$ cat config.mk
export PLATFORM = sky130hd
export DESIGN_NAME = mult_div_unit
export DESIGN_NICKNAME = d
export VERILOG_FILES = /design/src/rtl/mips_pkg.sv /design/src/rtl/mult_div_unit.sv
export SDC_FILE = /design/constraint.sdc
export NUM_CORES = 1
export LEC_CHECK = 0
export CELL_PAD_IN_SITES_DETAIL_PLACEMENT = 0
export CELL_PAD_IN_SITES_GLOBAL_PLACEMENT = 1
export CORE_MARGIN = 3
export CORE_UTILIZATION = 40
export CTS_BUF_LIST = sky130_fd_sc_hd__clkbuf_8 sky130_fd_sc_hd__clkbuf_16
export CTS_CLUSTER_DIAMETER = 100
export DETAILED_ROUTE_END_ITERATION = 8
export PLACE_DENSITY_LB_ADDON = 0.05
export RECOVER_POWER = 25
export SKIP_LAST_GASP = 1
export SYNTH_ARGS = -nofsm -noshare
export SYNTH_HDL_FRONTEND = slang
export SYNTH_SLANG_ARGS = --single-unit
$ cat constraint.sdc
create_clock -name clk -period 5.6 [get_ports clk]
set_clock_uncertainty 0.15 [all_clocks]
set_input_delay 1.12 -clock clk [delete_from_list [all_inputs] [get_ports clk]]
set_output_delay 1.12 -clock clk [all_outputs]
set_load 0.05 [all_outputs]
$ cat src/rtl/mips_pkg.sv
// Shared types and helpers for the MIPS multiply/divide unit.
// The operand width here is the default width of mult_div_unit.
package mips_pkg;

  localparam int MULDIV_WIDTH = 32;
  localparam int MULDIV_CNT_W = $clog2(MULDIV_WIDTH);

  typedef enum logic [1:0] {
    OP_MULT  = 2'd0,
    OP_MULTU = 2'd1,
    OP_DIV   = 2'd2,
    OP_DIVU  = 2'd3
  } muldiv_op_t;

  typedef enum logic [1:0] {
    IDLE    = 2'd0,
    COMPUTE = 2'd1,
    WB_LO   = 2'd2,
    WB_HI   = 2'd3
  } muldiv_state_t;

  // Magnitude of a two's complement value.
  // The most negative value maps to itself and reads correctly as unsigned.
  function automatic logic [MULDIV_WIDTH-1:0] twos_abs(input logic [MULDIV_WIDTH-1:0] x);
    return x[MULDIV_WIDTH-1] ? (~x + 1'b1) : x;
  endfunction

endpackage

$ cat src/rtl/mult_div_unit.sv
// Iterative MULT/MULTU/DIV/DIVU unit feeding the HI/LO register file.
// Results are written back as LO first, then HI, over two cycles.
module mult_div_unit
  import mips_pkg::*;
#(
  parameter int WIDTH = MULDIV_WIDTH
) (
  input  logic             clk,
  input  logic             reset,
  input  logic             clk_enable,
  input  logic             start,
  input  logic [1:0]       op,
  input  logic [WIDTH-1:0] rs_value,
  input  logic [WIDTH-1:0] rt_value,
  output logic             busy,
  output logic [WIDTH-1:0] LO_output,
  output logic [WIDTH-1:0] HI_output,
  output logic             LO_write_enable,
  output logic             HI_write_enable,
  output logic [1:0]       dbg_state
);

  localparam int CNT_W = $clog2(WIDTH);

  // Handshake: start is accepted only when the unit is IDLE and clk_enable
  // is high; busy stays high from the next cycle until the unit is IDLE again.
  // A start seen while busy is dropped and not queued.

  muldiv_state_t          state_q, state_d;
  logic [CNT_W-1:0]       cnt_q, cnt_d;
  muldiv_op_t             op_q, op_d;
  logic [2*WIDTH-1:0]     acc_q, acc_d;
  logic [WIDTH-1:0]       divs_q, divs_d;
  logic [WIDTH-1:0]       rs_raw_q, rs_raw_d;
  logic                   neg_q, neg_d;
  logic                   negr_q, negr_d;
  logic [WIDTH-1:0]       lo_q, lo_d;
  logic [WIDTH-1:0]       hi_q, hi_d;

  muldiv_op_t             op_in;
  logic                   signed_in;
  logic                   is_div;
  logic [WIDTH:0]         mul_sum;
  logic [2*WIDTH-1:0]     mul_next;
  logic [WIDTH:0]         div_sh;
  logic [WIDTH:0]         div_diff;
  logic [2*WIDTH-1:0]     div_next;
  logic [2*WIDTH-1:0]     step;
  logic [2*WIDTH-1:0]     prod_fix;
  logic [WIDTH-1:0]       quot_fix;
  logic [WIDTH-1:0]       rem_fix;

  assign op_in     = muldiv_op_t'(op);
  assign signed_in = (op_in == OP_MULT) || (op_in == OP_DIV);
  assign is_div    = (op_q == OP_DIV) || (op_q == OP_DIVU);

  // Multiply: accumulator is {partial product, remaining multiplier bits}.
  assign mul_sum  = {1'b0, acc_q[2*WIDTH-1:WIDTH]} + {1'b0, (acc_q[0] ? divs_q : '0)};
  assign mul_next = {mul_sum, acc_q[WIDTH-1:1]};

  // Divide: accumulator is {partial remainder, dividend/quotient bits}.
  assign div_sh   = acc_q[2*WIDTH-1:WIDTH-1];
  assign div_diff = div_sh - {1'b0, divs_q};
  assign div_next = div_diff[WIDTH] ? {div_sh[WIDTH-1:0], acc_q[WIDTH-2:0], 1'b0}
                                    : {div_diff[WIDTH-1:0], acc_q[WIDTH-2:0], 1'b1};

  assign step     = is_div ? div_next : mul_next;
  assign prod_fix = neg_q ? (~step + 1'b1) : step;
  assign quot_fix = neg_q ? (~step[WIDTH-1:0] + 1'b1) : step[WIDTH-1:0];
  assign rem_fix  = negr_q ? (~step[2*WIDTH-1:WIDTH] + 1'b1) : step[2*WIDTH-1:WIDTH];

  always_comb begin
    state_d  = state_q;
    cnt_d    = cnt_q;
    op_d     = op_q;
    acc_d    = acc_q;
    divs_d   = divs_q;
    rs_raw_d = rs_raw_q;
    neg_d    = neg_q;
    negr_d   = negr_q;
    lo_d     = lo_q;
    hi_d     = hi_q;
    case (state_q)
      IDLE: begin
        if (start) begin
          state_d  = COMPUTE;
          cnt_d    = '0;
          op_d     = op_in;
          rs_raw_d = rs_value;
          acc_d    = {{WIDTH{1'b0}}, (signed_in ? twos_abs(rs_value) : rs_value)};
          divs_d   = signed_in ? twos_abs(rt_value) : rt_value;
          neg_d    = signed_in && (rs_value[WIDTH-1] ^ rt_value[WIDTH-1]);
          negr_d   = signed_in && rs_value[WIDTH-1];
        end
      end
      COMPUTE: begin
        acc_d = step;
        cnt_d = cnt_q + 1'b1;
        if (cnt_q == CNT_W'(WIDTH - 1)) begin
          state_d = WB_LO;
          cnt_d   = '0;
          if (!is_div) begin
            lo_d = prod_fix[WIDTH-1:0];
            hi_d = prod_fix[2*WIDTH-1:WIDTH];
          end else if (divs_q == '0) begin
            // Divide by zero bypasses the sign fix and returns the raw dividend.
            lo_d = '1;
            hi_d = rs_raw_q;
          end else begin
            lo_d = quot_fix;
            hi_d = rem_fix;
          end
        end
      end
      WB_LO:   state_d = WB_HI;
      WB_HI:   state_d = IDLE;
      default: state_d = IDLE;
    endcase
  end

  always_ff @(posedge clk) begin
    if (reset) begin
      state_q  <= IDLE;
      cnt_q    <= '0;
      op_q     <= OP_MULT;
      acc_q    <= '0;
      divs_q   <= '0;
      rs_raw_q <= '0;
      neg_q    <= 1'b0;
      negr_q   <= 1'b0;
      lo_q     <= '0;
      hi_q     <= '0;
    end else if (clk_enable) begin
      state_q  <= state_d;
      cnt_q    <= cnt_d;
      op_q     <= op_d;
      acc_q    <= acc_d;
      divs_q   <= divs_d;
      rs_raw_q <= rs_raw_d;
      neg_q    <= neg_d;
      negr_q   <= negr_d;
      lo_q     <= lo_d;
      hi_q     <= hi_d;
    end
  end

  assign busy            = (state_q != IDLE);
  assign LO_write_enable = (state_q == WB_LO);
  assign HI_write_enable = (state_q == WB_HI);
  assign LO_output       = lo_q;
  assign HI_output       = hi_q;
  assign dbg_state       = state_q;

endmodule
==> flow_metrics.tcl <==
set metrics [dict create \
    rsz0062_at_grt "no" \
    root_buffer "clkbuf_16" \
    ir_drop_mv 0.235 \
    period_share_pct 97.1 \
    io_buffers 138 \
    finalPower_uw 4690 \
    crit_slowest_cell "or4b_1" \
    drt_iter0_markers 1623 \
    min-delay-start "rs_raw_q[22]$_SDFFE_PP0P_" \
    grt_usage_pct 30.2 \
    synthMostInstantiatedCell "nand2_1" \
    drt-total-wl_um 68100 \
    syn_inst 2261 \
    status "finished with violations" \
    hpwl_um 52700 \
    ctsHoldBuffers 0 \
    place.gp.congestion 0.982 \
    vias_per_cell 6.00 \
    grt_pass1_wl_um 104000 \
    path_cells "inv_1, ha_1, a21oi_1, o21ai_1, a221o_1, a2111o_1, a311o_1, buf_4, a2111oi_0, a31oi_1, a211o_1, or4b_1, or3_4, a311oi_1, nor4_1, nor3_1" \
    area_delta_synth_final_pct 21.1 \
    end_kind "flop" \
    yosys_warnings 0 \
    synth_seq_cells 202 \
    die_area_um2 43500 \
    critPathTopFamily "compound AO/OA/AOI/OAI gates" \
    synth_edf_count 0 \
    clkTransAtPathRegs_ns 0.06 \
    numCtsBuffers 26 \
    drt-pass1-iter-count 6 \
    worst_slew_margin_rel_pct -87.8 \
    whs_ns 0.305 \
    synth-main-ff-cell "dfxtp_1" \
    hp-class "reg2reg" \
    fin_ws_ns 0.164 \
    cts_tree "done" \
    cts.sinks 202 \
    synth_seq_area_share_pct 24.7 \
    synth_cell_types 85 \
    grt_overflow 0 \
    setup_viol 0 \
    p_leak_uw 0.00742 \
    r2r_slack_ns 0.16 \
    post-place-ws_ns -0.147 \
    drc_errors 0 \
    pin_count 139 \
    clk_latency_ns 0.56 \
    synth_area_leader_cell "dfxtp_1" \
    crit_path_max_incr_delay_ns 0.60 \
    core_um2 40100 \
    grt_max_degree 114 \
    hold_viol 0 \
    synth_top_cells_by_count "285 x nand2_1, 251 x nor2_1, 202 x dfxtp_1, 197 x a21oi_1, 131 x clkbuf_1" \
    crit_fanout 15 \
    power_density_nw_per_um2 236 \
    startpoint "divs_q[23]$_SDFFE_PP0P_" \
    crit_buf_inv 2 \
    cts_buffer_depth 3 \
    synth_top_area_share_pct 24.7 \
    r2r_cells 16 \
    async_flop_share_pct 0 \
    cp_data_required_time_ns 5.93 \
    arrival_ns 5.77 \
    die_y_um 208 \
    fp.dieW_um 208 \
    diodes 0 \
    drive_gt1_share_pct 9.63 \
    regToRegStartpoint "divs_q[23]$_SDFFE_PP0P_" \
    syn_avg_cell_area_um2 7.25 \
    ant_nets 0 \
    whs_endpoint "rs_raw_q[22]$_SDFFE_PP0P_" \
    reg2reg_to "HI_output[21]$_SDFFE_PP0P_" \
    tightest_slew_ns 2.82 \
    criticalPathCategory "reg2reg" \
    min_period_ns 5.44 \
    fin_tns_setup_ns 0 \
    wl_per_cell_um 23.0 \
    synth_area_leaders "dfxtp_1 25%, nand2_1 6.5%, a21oi_1 6.0%" \
    failed_checks "capacitance limit, slew limit" \
    cts-htree-levels 1 \
    antenna_found_initial 1 \
    fmax_mhz 184 \
    fin_nets 2569 \
    grt_pass1_vias 16900 \
    dr_total_vias 17800 \
    syn-num-nets 2407 \
    start_util_pct 40.9 \
    min_path_cells 2 \
    drv_slew 240 \
    rows 73 \
    cap_violations 6 \
    start_kind "flop" \
    syn-cell-area_um2 16400 \
]
==> metrics by stage <==
step | util [%] | std cells | instance area, um^2
after global placement | 47.3 | 2919 | 19000
after CTS | 49.5 | 2965 | 19800
after detailed placement | 47.3 | 2919 | 19000
after floorplan | - | 2261 | 16400
after global routing | 49.5 | 2966 | 19900
final | 49.5 | 2966 | 19900
==> report_power, final <==
part | internal [uW] | switching [uW]
logic | 520 | 893
clock network | 1010 | 705
registers | 1490 | 73.1
total | 3020 | 1670
==> timing repair <==
item / in CTS / in global routing
gates resized for setup: 1 / 6
pin swaps: 0 / 3
buffers inserted: 0 / 1
setup endpoints to repair: 1 / 20
==> sequential cells by signal, summed over array words and instances, names as in the netlist <==
signal     count
HI_output     32
LO_output     32
acc_q         64
cnt_q          5
dbg_state      2
divs_q        32
neg_q          1
negr_q         1
op_q           1
rs_raw_q      32
==> cells by family after synthesis <==
group           Yosys count  share of synthesized area (%)
xor+xnor                182                           9.72
mux                      47                           2.88
compound gates          698                           28.1
fa+ha+maj                76                           5.89
buf+inv                 216                           5.07
flops                   202                           24.7
simple gates            840                           23.6
==> worst max-delay path by stage <==
stage | end | slack, ns | cells after the start
6_report | HI_output[21]$_SDFFE_PP0P_ | 0.16 | 16
5_1_grt | HI_output[21]$_SDFFE_PP0P_ | 0.007 | 16
4_1_cts | HI_output[31]$_SDFFE_PP0P_ | 0.1 | 17
3_5_place_dp | divs_q[30]$_SDFFE_PP0P_ | -0.15 | 11
3_3_place_gp | divs_q[30]$_SDFFE_PP0P_ | -0.17 | 11
2_1_floorplan | HI_output[28]$_SDFFE_PP0P_ | 0.52 | 18
==> cells in the final DEF, fill, tap and decap left out, drive strengths merged, types with 16 or more instances in the layout <==
master	count
nand4	28
o21a	21
xor2	75
xnor2	107
mux2i	46
a21oi	198
nor3	60
ha	74
buf	141
nand3	41
o21ai	128
clkbuf	39
nor4	24
o211ai	54
a211oi	82
clkdlybuf4s50	129
nor2b	16
o31ai	24
a22oi	35
nand2b	16
a311oi	17
a31oi	21
nor2	251
dfxtp	202
and2	46
inv	68
nand2	285
==> metal layers <==
layer	vias to the layer above	global-route usage, %	share of wire (%)
li1	8527	-	-
met2	627	46.6	44
met5	-	0	0
met3	87	4.57	6.9
met4	0	7.44	2.5
met1	8555	44.2	47
==> worst reg2reg max path: stages (launching register included) <==
cell and delay (ns):
dfxtp_1 0.39, inv_1 0.06, ha_1 0.36, a21oi_1 0.21, o21ai_1 0.13, a221o_1 0.37
a2111o_1 0.52, a311o_1 0.43, buf_4 0.24, a2111oi_0 0.41, a31oi_1 0.11, a211o_1 0.29
or4b_1 0.60, or3_4 0.44, a311oi_1 0.39, nor4_1 0.09, nor3_1 0.17
==> cell type report <==
type,count,area (um^2)
clock buffer,34,772
clock inverter,12,87.6
fill,4104,20200
inverter,67,251
multi-input combinational,1843,11600
sequential,202,4050
tap,525,657
timing repair buffer,283,2460
Power figures use the tool's default switching activity.
==> RTL change: new RTL, same flow settings <==
Change the package constant `MULDIV_WIDTH` from 32 to 16.
--- a/src/rtl/mips_pkg.sv
+++ b/src/rtl/mips_pkg.sv
@@ -3,5 +3,5 @@
 package mips_pkg;
 
-  localparam int MULDIV_WIDTH = 32;
+  localparam int MULDIV_WIDTH = 16;
   localparam int MULDIV_CNT_W = $clog2(MULDIV_WIDTH);
 
Interface: changed (resized HI_output, LO_output, rs_value and rt_value); port bits go from 139 to 75. The function was not compared with the original's and may differ.
==> RTL change against the original RTL <==
The flow still finishes with violations (max-capacitance violations, max-slew violations); design area decreased by 51%; die area decreased by 47%; maximum frequency increased by 9.9%; critical path depth increased by 3; critical endpoint is now HI_output[14]; worst hold slack improved by 3.8 ps; setup slack improved by 490 ps; largest power group is now registers; synthesized cell count decreased by 49%; combinational power decreased by 53%; area after synthesis decreased by 48%; total power decreased by 55%; via count decreased by 53%; sequential cell count decreased by 97; routed wire length decreased by 59%.
==> RTL change: results (changes against the original RTL) <==
.. list-table::
   :header-rows: 1

   * - Metric
     - Value
   * - Path depth of the worst reg2reg path
     - 19 (+3)
   * - Signal arrival time at the worst endpoint
     - 5060 ps (-710 ps)
   * - Reported leakage power
     - 3.63 nW (-51%)
   * - R2R Path End
     - HI_output[14]
   * - Largest register FFs
     - 32 (-50%)
   * - Cell types occupying the most area after synthesis
     - dfxtp_1, nand2_1, nor2_1
   * - Outcome
     - finished, violations left
   * - Number of global-route vias before repair
     - 7,734 (-54%)
   * - Worst setup slack for register-to-register paths
     - 660 ps (+490 ps)
   * - Post-place setup slack
     - 809 ps (+956 ps)
   * - Layout Nets
     - 1,258 (-51%)
   * - Transition at the pin with the smallest max-transition slack
     - 2010 ps (-810 ps)
   * - Violations in the final reports
     - max-capacitance violations, max-slew violations
   * - Final Max Slew Viols
     - 46 (-81%)
   * - # Max-Cap Violations
     - 1 (-5)
   * - Final WL
     - 28,000 um (-59%)
   * - H-tree lvl count
     - 3 (+2)
   * - Hold wc startpoint
     - rs_raw_q[1]
   * - Worst path max stage delay
     - 460 ps (-140 ps)
   * - Post-synthesis share of cell area spent on full adders, half adders and majority gates
     - 6.50% (+0.61 points)
   * - Pre-antenna DRT Iters
     - 5 (-1)
   * - Clk pin slew, worst setup/hold paths
     - 80 ps (+20 ps)
   * - Via density per instance
     - 5.80 (-3.4%)
   * - Overall Global Routing Usage
     - 23.7% (-6.6 points)
   * - Layout cells sized above 1
     - 4.82% (-4.8 points)
   * - Global placer's final weighted congestion
     - 0.920 (-6.3%)
[RTL change: changes by cell type after synthesis, sizes merged, moves of 26 or more]
cell | unedited run | this run
dfxtp | 202 | 105
o211ai | 54 | 28
a21oi | 198 | 96
xor2 | 75 | 43
nor2 | 251 | 145
nand2 | 285 | 145
ha | 74 | 41
xnor2 | 107 | 39
nor3 | 60 | 34
a211oi | 82 | 27
clkbuf | 132 | 47
o21ai | 128 | 65
[RTL change: layer usage]
metal  share of wire, %  GRT usage [%]  vias up
met5                  0              0        -
met4               0.94           3.85        0
met3                6.6           4.69       16
met2                 42           34.5      269
met1                 50           36.5     3958
li1                   -              -     4177
[RTL change: worst max-delay path by stage]
stage	slack, ps	startpoint	depth (start not counted)	endpoint
CTS	760	acc_q[15]	19	HI_output[14]
finish	660	acc_q[15]	19	HI_output[14]
detailed placement	810	acc_q[15]	19	HI_output[14]
global route	390	acc_q[15]	19	HI_output[14]
global placement	810	acc_q[15]	19	HI_output[14]
floorplan	1510	acc_q[15]	19	HI_output[14]
[RTL change: area by class of cell]
| class | count | area, um2 |
|---|---|---|
| timing repair buffer | 84 | 806 |
| tap | 270 | 338 |
| sequential | 105 | 2100 |
| clock buffer | 9 | 225 |
| inverter | 43 | 161 |
| fill | 2193 | 10900 |
| multi-input combinational | 934 | 5940 |
| clock inverter | 7 | 55.1 |
[RTL change: power by group through the flow]
stage	combinational, mW	sequential [mW]	clock, mW
5_1_grt	0.728	0.825	0.673
3_5_place_dp	0.655	0.837	0
4_1_cts	0.658	0.819	0.649
3_3_place_gp	0.657	0.837	0
6_report	0.661	0.820	0.633
2_1_floorplan	0.472	0.816	0
